<file path="src/rtl/oclib_pkg.sv">
// Shared CSR bus types and constants for the oclib CSR fabric.
package oclib_pkg;

  localparam int unsigned CsrInitTimeoutDefault = 1024;
  localparam logic [31:0] BcBlockIdAny          = 32'hFFFF_FFFF;

  typedef struct packed {
    logic [31:0] toblock;
    logic [3:0]  space;
    logic [31:0] address;
    logic [31:0] wdata;
    logic        write;
    logic        read;
  } csr_32_noc_s;

  typedef struct packed {
    logic [31:0] rdata;
    logic        ready;
    logic        error;
  } csr_32_noc_fb_s;

endpackage

</file>
<file path="src/rtl/oclib_csr_initiator.sv">
// CSR bus master: turns one accepted command into one CSR strobe and reports
// the result (or a timeout) on a single-cycle response strobe.
module oclib_csr_initiator
  import oclib_pkg::*;
#(
  parameter type         CsrType       = csr_32_noc_s,
  parameter type         CsrFbType     = csr_32_noc_fb_s,
  parameter int unsigned TimeoutCycles = CsrInitTimeoutDefault
) (
  input  logic        clock,
  input  logic        reset,
  input  logic        cmdValid,
  output logic        cmdReady,
  input  logic        cmdWrite,
  input  logic [31:0] cmdBlock,
  input  logic [3:0]  cmdSpace,
  input  logic [31:0] cmdAddress,
  input  logic [31:0] cmdWdata,
  output logic        rspValid,
  output logic [31:0] rspData,
  output logic        rspError,
  output logic        rspTimeout,
  output CsrType      csr,
  input  CsrFbType    csrFb
);

  localparam int unsigned TimerW = (TimeoutCycles == 0) ? 1 : $clog2(TimeoutCycles + 1);
  localparam logic [TimerW-1:0] TimerMax =
      TimerW'((TimeoutCycles == 0) ? 0 : TimeoutCycles - 1);

  typedef enum logic [1:0] {StIdle, StIssue, StDone} state_e;

  state_e            state_q, state_d;
  CsrType            csr_q, csr_d;
  logic [TimerW-1:0] timer_q, timer_d;
  logic              rsp_valid_q, rsp_valid_d;
  logic [31:0]       rsp_data_q, rsp_data_d;
  logic              rsp_error_q, rsp_error_d;
  logic              rsp_timeout_q, rsp_timeout_d;

  always_comb begin
    state_d       = state_q;
    csr_d         = csr_q;
    timer_d       = timer_q;
    rsp_valid_d   = 1'b0;
    rsp_data_d    = rsp_data_q;
    rsp_error_d   = rsp_error_q;
    rsp_timeout_d = rsp_timeout_q;
    case (state_q)
      StIdle: begin
        if (cmdValid) begin
          csr_d.toblock = cmdBlock;
          csr_d.space   = cmdSpace;
          csr_d.address = cmdAddress;
          csr_d.wdata   = cmdWdata;
          csr_d.write   = cmdWrite;
          csr_d.read    = !cmdWrite;
          timer_d       = '0;
          state_d       = StIssue;
        end
      end
      StIssue: begin
        // ready takes priority over a timeout landing in the same cycle
        if (csrFb.ready) begin
          rsp_data_d    = csr_q.write ? 32'h0 : csrFb.rdata;
          rsp_error_d   = csrFb.error;
          rsp_timeout_d = 1'b0;
          rsp_valid_d   = 1'b1;
          csr_d.write   = 1'b0;
          csr_d.read    = 1'b0;
          state_d       = StDone;
        end else if (TimeoutCycles != 0 && timer_q == TimerMax) begin
          rsp_data_d    = 32'h0;
          rsp_error_d   = 1'b1;
          rsp_timeout_d = 1'b1;
          rsp_valid_d   = 1'b1;
          csr_d.write   = 1'b0;
          csr_d.read    = 1'b0;
          state_d       = StDone;
        end else if (TimeoutCycles != 0) begin
          timer_d = timer_q + TimerW'(1);
        end
      end
      StDone: state_d = StIdle;
      default: state_d = StIdle;
    endcase
  end

  always_ff @(posedge clock) begin
    if (reset) begin
      state_q       <= StIdle;
      csr_q         <= '0;
      timer_q       <= '0;
      rsp_valid_q   <= 1'b0;
      rsp_data_q    <= 32'h0;
      rsp_error_q   <= 1'b0;
      rsp_timeout_q <= 1'b0;
    end else begin
      state_q       <= state_d;
      csr_q         <= csr_d;
      timer_q       <= timer_d;
      rsp_valid_q   <= rsp_valid_d;
      rsp_data_q    <= rsp_data_d;
      rsp_error_q   <= rsp_error_d;
      rsp_timeout_q <= rsp_timeout_d;
    end
  end

  assign cmdReady   = (state_q == StIdle);
  assign csr        = csr_q;
  assign rspValid   = rsp_valid_q;
  assign rspData    = rsp_data_q;
  assign rspError   = rsp_error_q;
  assign rspTimeout = rsp_timeout_q;

endmodule
</file>
<file path="config.mk">
export PLATFORM = sky130hd
export DESIGN_NAME = oclib_csr_initiator
export DESIGN_NICKNAME = d
export VERILOG_FILES = /design/src/rtl/oclib_pkg.sv /design/src/rtl/oclib_csr_initiator.sv
export SDC_FILE = /design/constraint.sdc
export NUM_CORES = 1
export LEC_CHECK = 0
export CAP_MARGIN = 10
export CORE_MARGIN = 1
export CORE_UTILIZATION = 42
export DETAILED_ROUTE_END_ITERATION = 7
export GPL_TIMING_DRIVEN = 0
export PLACE_DENSITY = 0.84
export SYNTH_ARGS = -nofsm -noshare
export SYNTH_HDL_FRONTEND = slang
export SYNTH_SLANG_ARGS = --single-unit
export TNS_END_PERCENT = 10
</file>
<file path="constraint.sdc">
create_clock -name clock -period 5.2 [get_ports clock]
set_clock_uncertainty 0.15 [all_clocks]
set_input_delay 1.04 -clock clock [delete_from_list [all_inputs] [get_ports clock]]
set_output_delay 1.04 -clock clock [all_outputs]
set_load 0.005 [all_outputs]
</file>
Word level (Yosys, flattened, before mapping)

Cells that the tools add are included.

Add/subtract/negate cells: 1
Eq/ne operators: 6
Multiplexer cells: 20
Bitwise gates (word level): 1
Reductions and logical operators: 10

Operators by type and width:

| kind                  | number |
|---|---|
| $mux 32               | 3 |
| $mux 11               | 3 |
| $pmux 11 s2           | 1 |
| $mux 2                | 6 |
| $add 11x1->11 const B | 1 |
| $eq 11x10->1 const B  | 1 |
| $pmux 2 s2            | 2 |
| $ne 2x2->1 const B    | 3 |
| $reduce_and 2->1      | 3 |
| $mux 1                | 5 |
| $reduce_and 4->1      | 1 |
| $reduce_bool 2->1     | 2 |
| $ne 3x3->1 const B    | 1 |
| $reduce_and 3->1      | 1 |
| $eq 2x1->1 const B    | 1 |
| $logic_not 2->1       | 1 |
| $reduce_or 2->1       | 1 |
| $logic_not 1->1       | 1 |
| $not 1->1             | 1 |

Register bits: 150
Bits of input ports: 138
Output and inout port bits: 138
Word-level logic and storage cells: 50

Logic depth before layout (Yosys ltp)

Word-level depth: 4
Gate-level depth with buffers: 6

Least setup slack after synthesis

No wires, ideal clock.

Path kind: input to register
Start: input csrFb[1] (netlist bit)
End: register rsp_data_q[11] (netlist: rspData[11])
Arrival time: 2.086 ns
Setup slack: 2.904 ns
Stages: 4
Cell sequence: inv_1 nor4_1 clkbuf_1 a22o_1

Longest elaborated chain between the ends: 2

RTL lines:

| item                        | line                       | text |
|---|---|---|
| start: declaration          | oclib_csr_initiator.sv:24  | `input CsrFbType csrFb` |
| $reduce_bool 2->1 (no line) | n/a                        |  |
| $reduce_and 2->1 (no line)  | n/a                        |  |
| end signal: assignment      | oclib_csr_initiator.sv:103 | `rsp_data_q <= rsp_data_d;` |
| end: declaration            | oclib_csr_initiator.sv:37  | `logic [31:0] rsp_data_q, rsp_data_d;` |

Several ways; a longest one is shown, not always the timed one.
A chain may end at the register's enable or synchronous reset.

Worst setup path in the final report

Start: input cmdValid
End: register csr_q, in the netlist csr[25]

Longest elaborated chain between the ends: 1

RTL lines:

| item                       | line                       | text |
|---|---|---|
| start: declaration         | oclib_csr_initiator.sv:12  | `input logic cmdValid,` |
| $reduce_and 2->1 (no line) | n/a                        |  |
| end signal: assignment     | oclib_csr_initiator.sv:100 | `csr_q <= csr_d;` |
| end: declaration           | oclib_csr_initiator.sv:34  | `CsrType csr_q, csr_d;` |

Every way passes these cells.

==> flow_metrics.env <==
export IMPL_outcome="complete, no violations"
export IMPL_critical_path_class="in2reg"
export IMPL_hold_viol_final=0
export IMPL_path_max_fanout=10
export IMPL_fin_util_pct=73.02
export IMPL_via_per_inst=5.021
export IMPL_overflow=0
export IMPL_period_needed_ns=3.056
export IMPL_sw_frac_of_total_pct=22.85
export IMPL_antenna_found_initial=0
export IMPL_rsz0062_at_grt="no"
export IMPL_maxCapViolations=0
export IMPL_hp_class="reg2reg"
export IMPL_routed_wl_um=17590
export IMPL_synthTopCellsByCount="208 x nand2_1, 150 x dfxtp_1, 108 x a21oi_1"
export IMPL_clock_root_buffer="clkbuf_16"
export IMPL_p_int_w=0.002274
export IMPL_synthArstFlopShare_pct=0
export IMPL_cts_sinks=150
export IMPL_cp_arrival_ns=3.25
export IMPL_cts_buffers=17
export IMPL_fin_crit_sh_pct=58.76
export IMPL_antenna_left=0
export IMPL_dp_hpwl_um=12380
export IMPL_fp_coreArea_sq_um=12060
export IMPL_p_per_area_nw_per_um2=334.7
export IMPL_synth_seq_area_share_pct=57.39
export IMPL_synth_seq_cells=150
export IMPL_p_leak_nw=3.264
export IMPL_synthTopCellsByArea="dfxtp_1 57%, nand2_1 15%, a21oi_1 10%"
export IMPL_drc=0
export IMPL_tns_ns=0
export IMPL_ys_flop_type="dfxtp_1"
export IMPL_drt_pre_antenna_iters=5
export IMPL_dieArea_sq_um=12910
export IMPL_placementRows=40
export IMPL_start_kind="input pin"
export IMPL_p_seq_share_pct=42.2
export IMPL_grt_max_degree=17
export IMPL_cts_hold_buffers=0
export IMPL_cts_buffer_depth=2
export IMPL_setup_viol=0
export IMPL_initial_utilization_pct=43.38
export IMPL_finalInstanceArea_sq_um=8807
export IMPL_grt_util_all_layers_pct=27.39
export IMPL_synth_warnings=0
export IMPL_drive_gt1_share_pct=4.710
export IMPL_path_clk_slew_ns=0.06
export IMPL_power_w=0.002947
export IMPL_htreeDepth=4
export IMPL_end_kind="flop"
export IMPL_yosysTopAreaCell="dfxtp_1"
export IMPL_syn_mean_instance_area_sq_um=8.606
export IMPL_worst_pin_slew_ns=0.9840
export IMPL_fillCellCount=923
export IMPL_switching_power_w=0.0006735
export IMPL_die_height_um=113.6
export IMPL_ir_drop_mv=0.2284
export IMPL_synth_cell_area_sq_um=5233
export IMPL_ios=276
export IMPL_synth_cell_types=35
export IMPL_clk_latency_ns=0.42
export IMPL_max_freq_ghz=0.3273
export IMPL_ctsResizeCount=0
export IMPL_p_clk_share_pct=43.7
export IMPL_maxSlewHeadroom_pct=33.80
export IMPL_synth_fp_nets=747
export IMPL_comb_power_share_pct=14.1
export IMPL_drtIter0Drc=287
export IMPL_synth_top_area_share_pct=57.39
export IMPL_yosysMostFrequentCell="nand2_1"
export IMPL_grt_pass1_vias=5294
export IMPL_synth_edf_count=0
export IMPL_grt_pass1_wl_um=26970
export IMPL_wire_per_inst_um=16.28
export IMPL_final_max_slew_viol_count=0
export IMPL_via_count=5428
export IMPL_cts_tree="done"
export IMPL_chipWidth_um=113.6
export IMPL_placed_cell_area_sq_um=8195
export IMPL_place_gp_congestion=0.8374
export IMPL_syn2layout_area_growth_pct=68.32
export IMPL_synth_cells=608
export IMPL_fin_nets=1041
export IMPL_post_cts_buffers=0
export IMPL_worstPathRequired_ns=5.40
export IMPL_port_buffers=275
export IMPL_diodes=0
[final timing paths]
path                                   end  depth (start not counted)               startpoint  slack [ns]
setup / recovery      csr[25]$_SDFFE_PP0P_                          6                 cmdValid        2.14
hold / removal        csr[84]$_SDFFE_PP0P_                          2     csr[84]$_SDFFE_PP0P_        0.30
setup reg to reg  rspData[26]$_SDFFE_PP0P_                          5  state_q[1]$_SDFFE_PP0P_        2.80
hold reg to reg       csr[84]$_SDFFE_PP0P_                          2     csr[84]$_SDFFE_PP0P_        0.30
[cells by family after synthesis]
family	synth area share [%]
buf+inv	3.682
simple gates	19.30
fa+ha+maj	0.2391
mux	0.1913
compound gates	19.20
flops	57.39
[critical path: stages]
cell             delay, ns
clkdlybuf4s50_1       0.49
nor3b_1               0.56
clkbuf_1              0.59
buf_2                 0.33
nand2_1               0.10
a21oi_1               0.15
[state kept, by name, indices dropped and copies added (netlist names)]
| register | cells |
|---|---|
| state_q | 2 |
| rspError | 1 |
| rspTimeout | 1 |
| csr | 102 |
| timer_q | 11 |
| rspValid | 1 |
| rspData | 32 |
[power by group through the flow]
stage / clock network (W) / registers (W) / logic (W)
finish: 0.00129 / 0.00124 / 0.000416
global route: 0.00135 / 0.00125 / 0.000452
CTS: 0.00130 / 0.00124 / 0.000418
detailed placement: 0 / 0.00127 / 0.000412
global placement: 0 / 0.00127 / 0.000408
floorplan: 0 / 0.00127 / 0.000133
[cell type report]
cell class	instances	area [sq um]	share of cell area, %
Clock buffer	21	460.4	5.228
Clock inverter	9	151.4	1.719
Inverter	1	3.754	0.04262
Sequential cell	150	3003	34.10
Timing Repair Buffer	275	2753	31.25
Multi-Input combinational cell	411	2037	23.13
Buffer	46	188.9	2.145
Tap cell	168	210.2	2.387
[per-layer routing]
layer / vias to the layer above / GRT usage [%] / routed length, um
li1: 2645 / - / -
met1: 2521 / 28.79 / 6751
met2: 235 / 47.32 / 8695
met3: 27 / 11.53 / 1757
met4: 0 / 13.07 / 389
met5: - / 0 / 0
[per-stage QoR]
step / std cells / hold WS (ns) / setup WS (ns)
2_1_floorplan: 608 / 0.3027 / 2.904
3_3_place_gp: 1051 / 0.2904 / 1.805
3_5_place_dp: 1051 / 0.2957 / 1.723
4_1_cts: 1081 / 0.3035 / 2.125
5_1_grt: 1081 / 0.3186 / 1.951
6_report: 1081 / 0.3000 / 2.144
[placed cells by master (no fill, tap or decap), drive strengths merged, types with 2 or more instances in the layout]
master / synthesis / layout
nor4: 3 / 3
a21oi: 108 / 108
bufinv: 0 / 4
o21ai: 3 / 3
clkinv: 0 / 4
nand4: 4 / 4
dfxtp: 150 / 150
and3: 2 / 2
nand3: 7 / 7
or3: 2 / 2
o211ai: 7 / 7
nand2b: 4 / 4
nand2: 208 / 208
nor2: 3 / 3
clkdlybuf4s50: 0 / 275
or4: 3 / 3
buf: 16 / 16
a21boi: 2 / 2
o31ai: 2 / 2
nor3: 7 / 7
nor2b: 2 / 2
a22o: 32 / 32
clkbuf: 30 / 51
Power figures use the tool's default switching activity.
